`src/rtl/maj_bist_pkg.sv`:
```
// Shared types and constants for the majority-gate BIST controller.
package maj_bist_pkg;

  typedef enum logic [1:0] {
    IDLE  = 2'd0,
    RUN   = 2'd1,
    DRAIN = 2'd2,
    DONE  = 2'd3
  } bist_state_t;

  localparam int unsigned     ERR_W   = 32;
  localparam logic [ERR_W-1:0] ERR_MAX = '1;

endpackage

```
`src/rtl/maj_popcount_ref.sv`:
```
// Combinational majority reference: ref_y = (popcount(vec_i) >= THRESH).
module maj_popcount_ref #(
  parameter int unsigned N      = 27,
  parameter int unsigned THRESH = N / 2 + 1
) (
  input  logic [N-1:0] vec_i,
  output logic         ref_y
);

  localparam int unsigned PCW = $clog2(N + 1);

  logic [PCW-1:0] cnt;

  always_comb begin
    cnt = '0;
    for (int unsigned i = 0; i < N; i++) begin
      cnt = cnt + PCW'(vec_i[i]);
    end
    ref_y = (32'(cnt) >= THRESH);
  end

endmodule

```
`src/rtl/maj_bist_ctrl.sv`:
```
// Exhaustive-sweep BIST controller for a majority DUT with latency-matched compare.
// Optional first-failure capture is enabled by defining MAJ_BIST_FAILCAP_EN.
module maj_bist_ctrl
  import maj_bist_pkg::*;
#(
  parameter int unsigned N      = 27,
  parameter int unsigned THRESH = N / 2 + 1,
  parameter int unsigned LAT    = 0
) (
  input  logic             clk,
  input  logic             rst,
  input  logic             start,
  output logic [N-1:0]     x_out,
  input  logic             y_in,
  output logic             busy,
  output logic             done,
  output logic             pass,
  output logic [ERR_W-1:0] err_count,
  output logic [N-1:0]     fail_vec,
  output logic             fail_valid
);

  bist_state_t      state_q, state_d;
  logic [N-1:0]     x_q, x_d;
  logic [2:0]       drain_q, drain_d;
  logic [ERR_W-1:0] err_q, err_d;
  logic             done_q, done_d;
  logic             pass_q, pass_d;

  logic             launch;
  logic             last_vec;
  logic             run;
  logic             cmp_valid;
  logic [N-1:0]     cmp_vec;
  logic             ref_y;
  logic             mismatch;

  assign run      = (state_q == RUN);
  assign launch   = start && ((state_q == IDLE) || (state_q == DONE));
  assign last_vec = (x_q == '1);

  always_ff @(posedge clk) begin
    if (rst) state_q <= IDLE;
    else     state_q <= state_d;
  end

  always_comb begin
    state_d = state_q;
    case (state_q)
      IDLE, DONE: if (start) state_d = RUN;
      RUN:        if (last_vec) state_d = (LAT == 0) ? DONE : DRAIN;
      DRAIN:      if (drain_q == 3'(LAT - 1)) state_d = DONE;
      default:    state_d = IDLE;
    endcase
  end

  always_comb begin
    busy      = (state_q == RUN) || (state_q == DRAIN);
    done      = done_q;
    pass      = pass_q;
    x_out     = x_q;
    err_count = err_q;
  end

  // Delay (valid, vector) by LAT cycles so each y_in is judged against the vector that produced it.
  if (LAT == 0) begin : g_nolat
    assign cmp_valid = run;
    assign cmp_vec   = x_q;
  end else begin : g_lat
    logic [LAT-1:0] v_q;
    logic [N-1:0]   vec_q [LAT];

    always_ff @(posedge clk) begin
      if (rst) begin
        v_q <= '0;
      end else begin
        v_q[0] <= run;
        for (int unsigned i = 1; i < LAT; i++) v_q[i] <= v_q[i-1];
      end
    end

    always_ff @(posedge clk) begin
      vec_q[0] <= x_q;
      for (int unsigned i = 1; i < LAT; i++) vec_q[i] <= vec_q[i-1];
    end

    assign cmp_valid = v_q[LAT-1];
    assign cmp_vec   = vec_q[LAT-1];
  end

  maj_popcount_ref #(
    .N      (N),
    .THRESH (THRESH)
  ) u_ref (
    .vec_i (cmp_vec),
    .ref_y (ref_y)
  );

  assign mismatch = cmp_valid && (y_in != ref_y);

  always_comb begin
    x_d     = x_q;
    err_d   = err_q;
    drain_d = (state_q == DRAIN) ? drain_q + 3'd1 : '0;
    if (launch) begin
      x_d   = '0;
      err_d = '0;
    end else begin
      if (run && !last_vec) x_d = x_q + N'(1);
      if (mismatch && (err_q != ERR_MAX)) err_d = err_q + ERR_W'(1);
    end
    done_d = (state_d == DONE) && (state_q != DONE);
    // pass samples err_d so it already includes the final compare landing with done.
    if (launch)      pass_d = 1'b0;
    else if (done_d) pass_d = (err_d == '0);
    else             pass_d = pass_q;
  end

  always_ff @(posedge clk) begin
    if (rst) begin
      x_q     <= '0;
      drain_q <= '0;
      err_q   <= '0;
      done_q  <= 1'b0;
      pass_q  <= 1'b0;
    end else begin
      x_q     <= x_d;
      drain_q <= drain_d;
      err_q   <= err_d;
      done_q  <= done_d;
      pass_q  <= pass_d;
    end
  end

`ifdef MAJ_BIST_FAILCAP_EN
  logic [N-1:0] fvec_q;
  logic         fval_q;

  always_ff @(posedge clk) begin
    if (rst || launch) begin
      fvec_q <= '0;
      fval_q <= 1'b0;
    end else if (mismatch && !fval_q) begin
      fvec_q <= cmp_vec;
      fval_q <= 1'b1;
    end
  end

  assign fail_vec   = fvec_q;
  assign fail_valid = fval_q;
`else
  assign fail_vec   = '0;
  assign fail_valid = 1'b0;
`endif

endmodule

```
`config.mk`:
```
export PLATFORM = sky130hd
export DESIGN_NAME = maj_bist_ctrl
export DESIGN_NICKNAME = d
export VERILOG_FILES = /design/src/rtl/maj_bist_pkg.sv /design/src/rtl/maj_popcount_ref.sv /design/src/rtl/maj_bist_ctrl.sv
export SDC_FILE = /design/constraint.sdc
export NUM_CORES = 1
export LEC_CHECK = 0
export ABC_AREA = 0
export BUFFER_PORTS_ARGS = -buffer_cell sky130_fd_sc_hd__buf_4
export CAP_MARGIN = 10
export CORE_MARGIN = 8
export CORE_UTILIZATION = 50
export DETAILED_ROUTE_END_ITERATION = 10
export PLACE_DENSITY = 0.74
export SKIP_CTS_REPAIR_TIMING = 1
export SLEW_MARGIN = 20
export SYNTH_ARGS = -nofsm -noshare
export SYNTH_HDL_FRONTEND = slang
export SYNTH_SLANG_ARGS = --single-unit
```
`constraint.sdc`:
```
create_clock -name clk -period 13.64 [get_ports clk]
set_input_delay 4.092 -clock clk [delete_from_list [all_inputs] [get_ports clk]]
set_output_delay 4.092 -clock clk [all_outputs]
set_load 0.02 [all_outputs]
```
==> flow_summary.json <==
{
  "status": "complete, no violations",
  "power_uw": 397.3,
  "clock_path_buffers": 2,
  "setup_viol_count_final": 0,
  "yosysUniqueCellTypes": 53,
  "cts_root_buf": "clkbuf_8",
  "pwr-share-comb": 0.078,
  "synth_edf_count": 0,
  "ant_nets": 0,
  "min_path_type": "reg -> reg",
  "wl_per_cell_um": 15.29,
  "grt_pass1_wl_um": 17220,
  "clkTransAtPathRegs_ns": 0.07,
  "pwr-share-clk": 0.432,
  "dieArea_mm2": 0.01199,
  "worst_pin_slew_ns": 0.7188,
  "crit_path_frequent_cell": "fa_1",
  "start_util": 0.5087,
  "skew_ns": 0.008440,
  "overflow": 0,
  "die_y_um": 109.5,
  "synthArstFlopShare": 0,
  "routed_wl_um": 10740,
  "ys_ff_latch": 66,
  "p_sw_frac": 0.2583,
  "dp_hpwl_um": 8206,
  "vias_per_cell": 5.342,
  "drc_errors": 0,
  "grt_pass1_vias": 3618,
  "layout.nets": 629,
  "first_iter_violations": 211,
  "p_per_area_mw_per_mm2": 78.93,
  "synth_warnings": 0,
  "netlist_instances": 530,
  "first_pass_iters": 5,
  "layout_setup_ws_ns": 6.357,
  "diodes": 0,
  "cts_made_buffers": 9,
  "avgSynthCellArea_um2": 8.248,
  "end_kind": "flip-flop",
  "htree_levels": 3,
  "worstPathArrival_ns": 7.54,
  "fmax_mhz": 137.3,
  "filler_cell_count": 797,
  "clkLatencyLatePin_ns": 0.34,
  "drv_cap": 0,
  "slew_viol_final": 0,
  "yosysSeqAreaShare": 0.3022,
  "path_cells": "ha_1, inv_1, fa_1, fa_1, fa_1, fa_1, fa_1, fa_1, inv_1, ha_1, fa_1, a21o_1, a21oi_1, xnor2_1, nor3_1, o21a_1, nand4_1, a221oi_2, o211ai_1, or4b_1, o31ai_1",
  "clkSinkCount": 66,
  "slew_headroom": 0.5208,
  "crit_path_start_kind": "flip-flop",
  "port_buffers": 65,
  "worstPathMaxFanout": 19,
  "slowest_stage": "o21a_1",
  "gp_congestion": 0.9164,
  "p_int_uw": 294.7,
  "rows": 34,
  "synth_area_mm2": 0.004372,
  "fin_setup_tns_ns": 0,
  "p_switching_uw": 102.6,
  "die-width_um": 109.5,
  "peakVddDrop_mv": 0.04000,
  "track_usage": 0.1788,
  "power_frac_seq": 0.490,
  "syn_to_final_growth_pct": 15.14,
  "grt_max_degree": 54,
  "rsz0062_at_grt": "false",
  "io_pins": 94,
  "period_minus_slack_ns": 7.283,
  "critical_path_class": "reg -> reg",
  "drive_above_1_share": 0.1498,
  "cpPeakStageDelay_ns": 0.64,
  "synthFlopType": "dfxtp_1",
  "core_area_mm2": 0.008593,
  "hold_viol": 0,
  "place_ws_ns": 6.317,
  "crit_required_ns": 13.89,
  "period_share": 0.5339,
  "cts_tree": "done",
  "antenna_found_initial": 0,
  "layout_commonest_cell": "nor2_1",
  "final_cell_mix": "nor2_1 (70), dfxtp_1 (66), buf_4 (65)",
  "vias": 3750,
  "p_leak_uw": 0.002151
}
-- worst max-delay path, delay by kind of cell (launching register included) --
family	cells	cell delay (ns)
xor gates and xnor gates	1	0.12
AOI/OAI and AO/OA	6	1.65
DFF	1	0.42
buffers and inverters	2	0.11
adders and majority gates	9	3.79
and+or+nand+nor	3	1.08
-- state kept, by name, summed over array words and instances (netlist names) --
register / count
done: 1
state_q: 2
pass: 1
drain_q: 3
x_out: 27
err_count: 32
-- layer usage --
| metal | vias up | routed length, um | GRT usage |
|---|---|---|---|
| li1 | 1836 | - | - |
| met1 | 1788 | 4610 | 0.2183 |
| met2 | 110 | 5336 | 0.3062 |
| met3 | 16 | 620 | 0.03576 |
| met4 | 0 | 170 | 0.06172 |
| met5 | - | 0 | 0 |
-- per-stage QoR --
| step | hold WS, ns | std cells | instance area (um^2) | utilization |
|---|---|---|---|---|
| floorplan | 0.4049 | 557 | 4473 | - |
| global placement | 0.4143 | 686 | 4820 | 0.5609 |
| detailed placement | 0.4345 | 686 | 4820 | 0.5609 |
| CTS | 0.4449 | 702 | 5025 | 0.5847 |
| global route | 0.4819 | 702 | 5034 | 0.5858 |
| finish | 0.4384 | 702 | 5034 | 0.5858 |
-- kinds of logic after synthesis --
group	synth area share
and+or+nand+nor	0.2550
buffers and inverters	0.1085
DFF	0.3022
AOI/OAI and AO/OA	0.07842
xor gates and xnor gates	0.1102
adders and majority gates	0.1357
muxes	0.009159
other	0.0008578
-- path summary, 6_finish.rpt --
| kind | start | cells after the start | to | slack, ns |
|---|---|---|---|---|
| worst max-delay path | x_out[0] | 21 | pass | 6.36 |
| worst min-delay path | drain_q[0] | 1 | drain_q[0] | 0.44 |
| worst max register to register | x_out[0] | 21 | pass | 6.36 |
| worst min register to register | drain_q[0] | 1 | drain_q[0] | 0.44 |
-- Yosys cell counts (2+ instances only) --
master | instances | area share
a211oi_1 | 2 | 0.0034
nand2_1 | 35 | 0.030
fa_1 | 19 | 0.087
and3_1 | 10 | 0.014
xor2_1 | 20 | 0.040
nand3_1 | 23 | 0.026
o21a_1 | 4 | 0.0069
and3b_1 | 3 | 0.0060
mux2i_1 | 4 | 0.0092
or3_1 | 8 | 0.011
o21ai_1 | 2 | 0.0023
a21oi_1 | 13 | 0.015
nor3_1 | 14 | 0.016
dfxtp_1 | 66 | 0.30
o31ai_1 | 2 | 0.0034
nor2_1 | 70 | 0.060
and2_1 | 7 | 0.010
xnor2_1 | 35 | 0.070
nand4_1 | 21 | 0.030
o21ai_0 | 19 | 0.022
buf_4 | 28 | 0.048
and4_1 | 3 | 0.0060
nand3b_1 | 2 | 0.0034
clkbuf_1 | 14 | 0.012
ha_1 | 17 | 0.049
nor4_1 | 7 | 0.010
nand2b_1 | 2 | 0.0029
a31oi_1 | 2 | 0.0029
inv_1 | 52 | 0.045
nor3b_1 | 3 | 0.0052
-- area by class of cell --
type | count | area [um^2] | area share
Inverter | 52 | 195.2 | 0.03878
Timing Repair Buffer | 65 | 488.0 | 0.09694
Tap cell | 108 | 135.1 | 0.02685
Clock inverter | 4 | 50.05 | 0.009943
Sequential cell | 66 | 1321 | 0.2625
Clock buffer | 12 | 155.1 | 0.03082
Multi-Input combinational cell | 395 | 2689 | 0.5342
-- power by group through the flow --
stage / registers, uW / clock network (uW) / logic, uW
6_report: 195 / 172 / 30.9
5_1_grt: 195 / 182 / 34.0
4_1_cts: 195 / 175 / 30.2
3_5_place_dp: 199 / 0 / 30.1
3_3_place_gp: 199 / 0 / 29.7
2_1_floorplan: 200 / 0 / 29.2
Power figures use the tool's default switching activity.
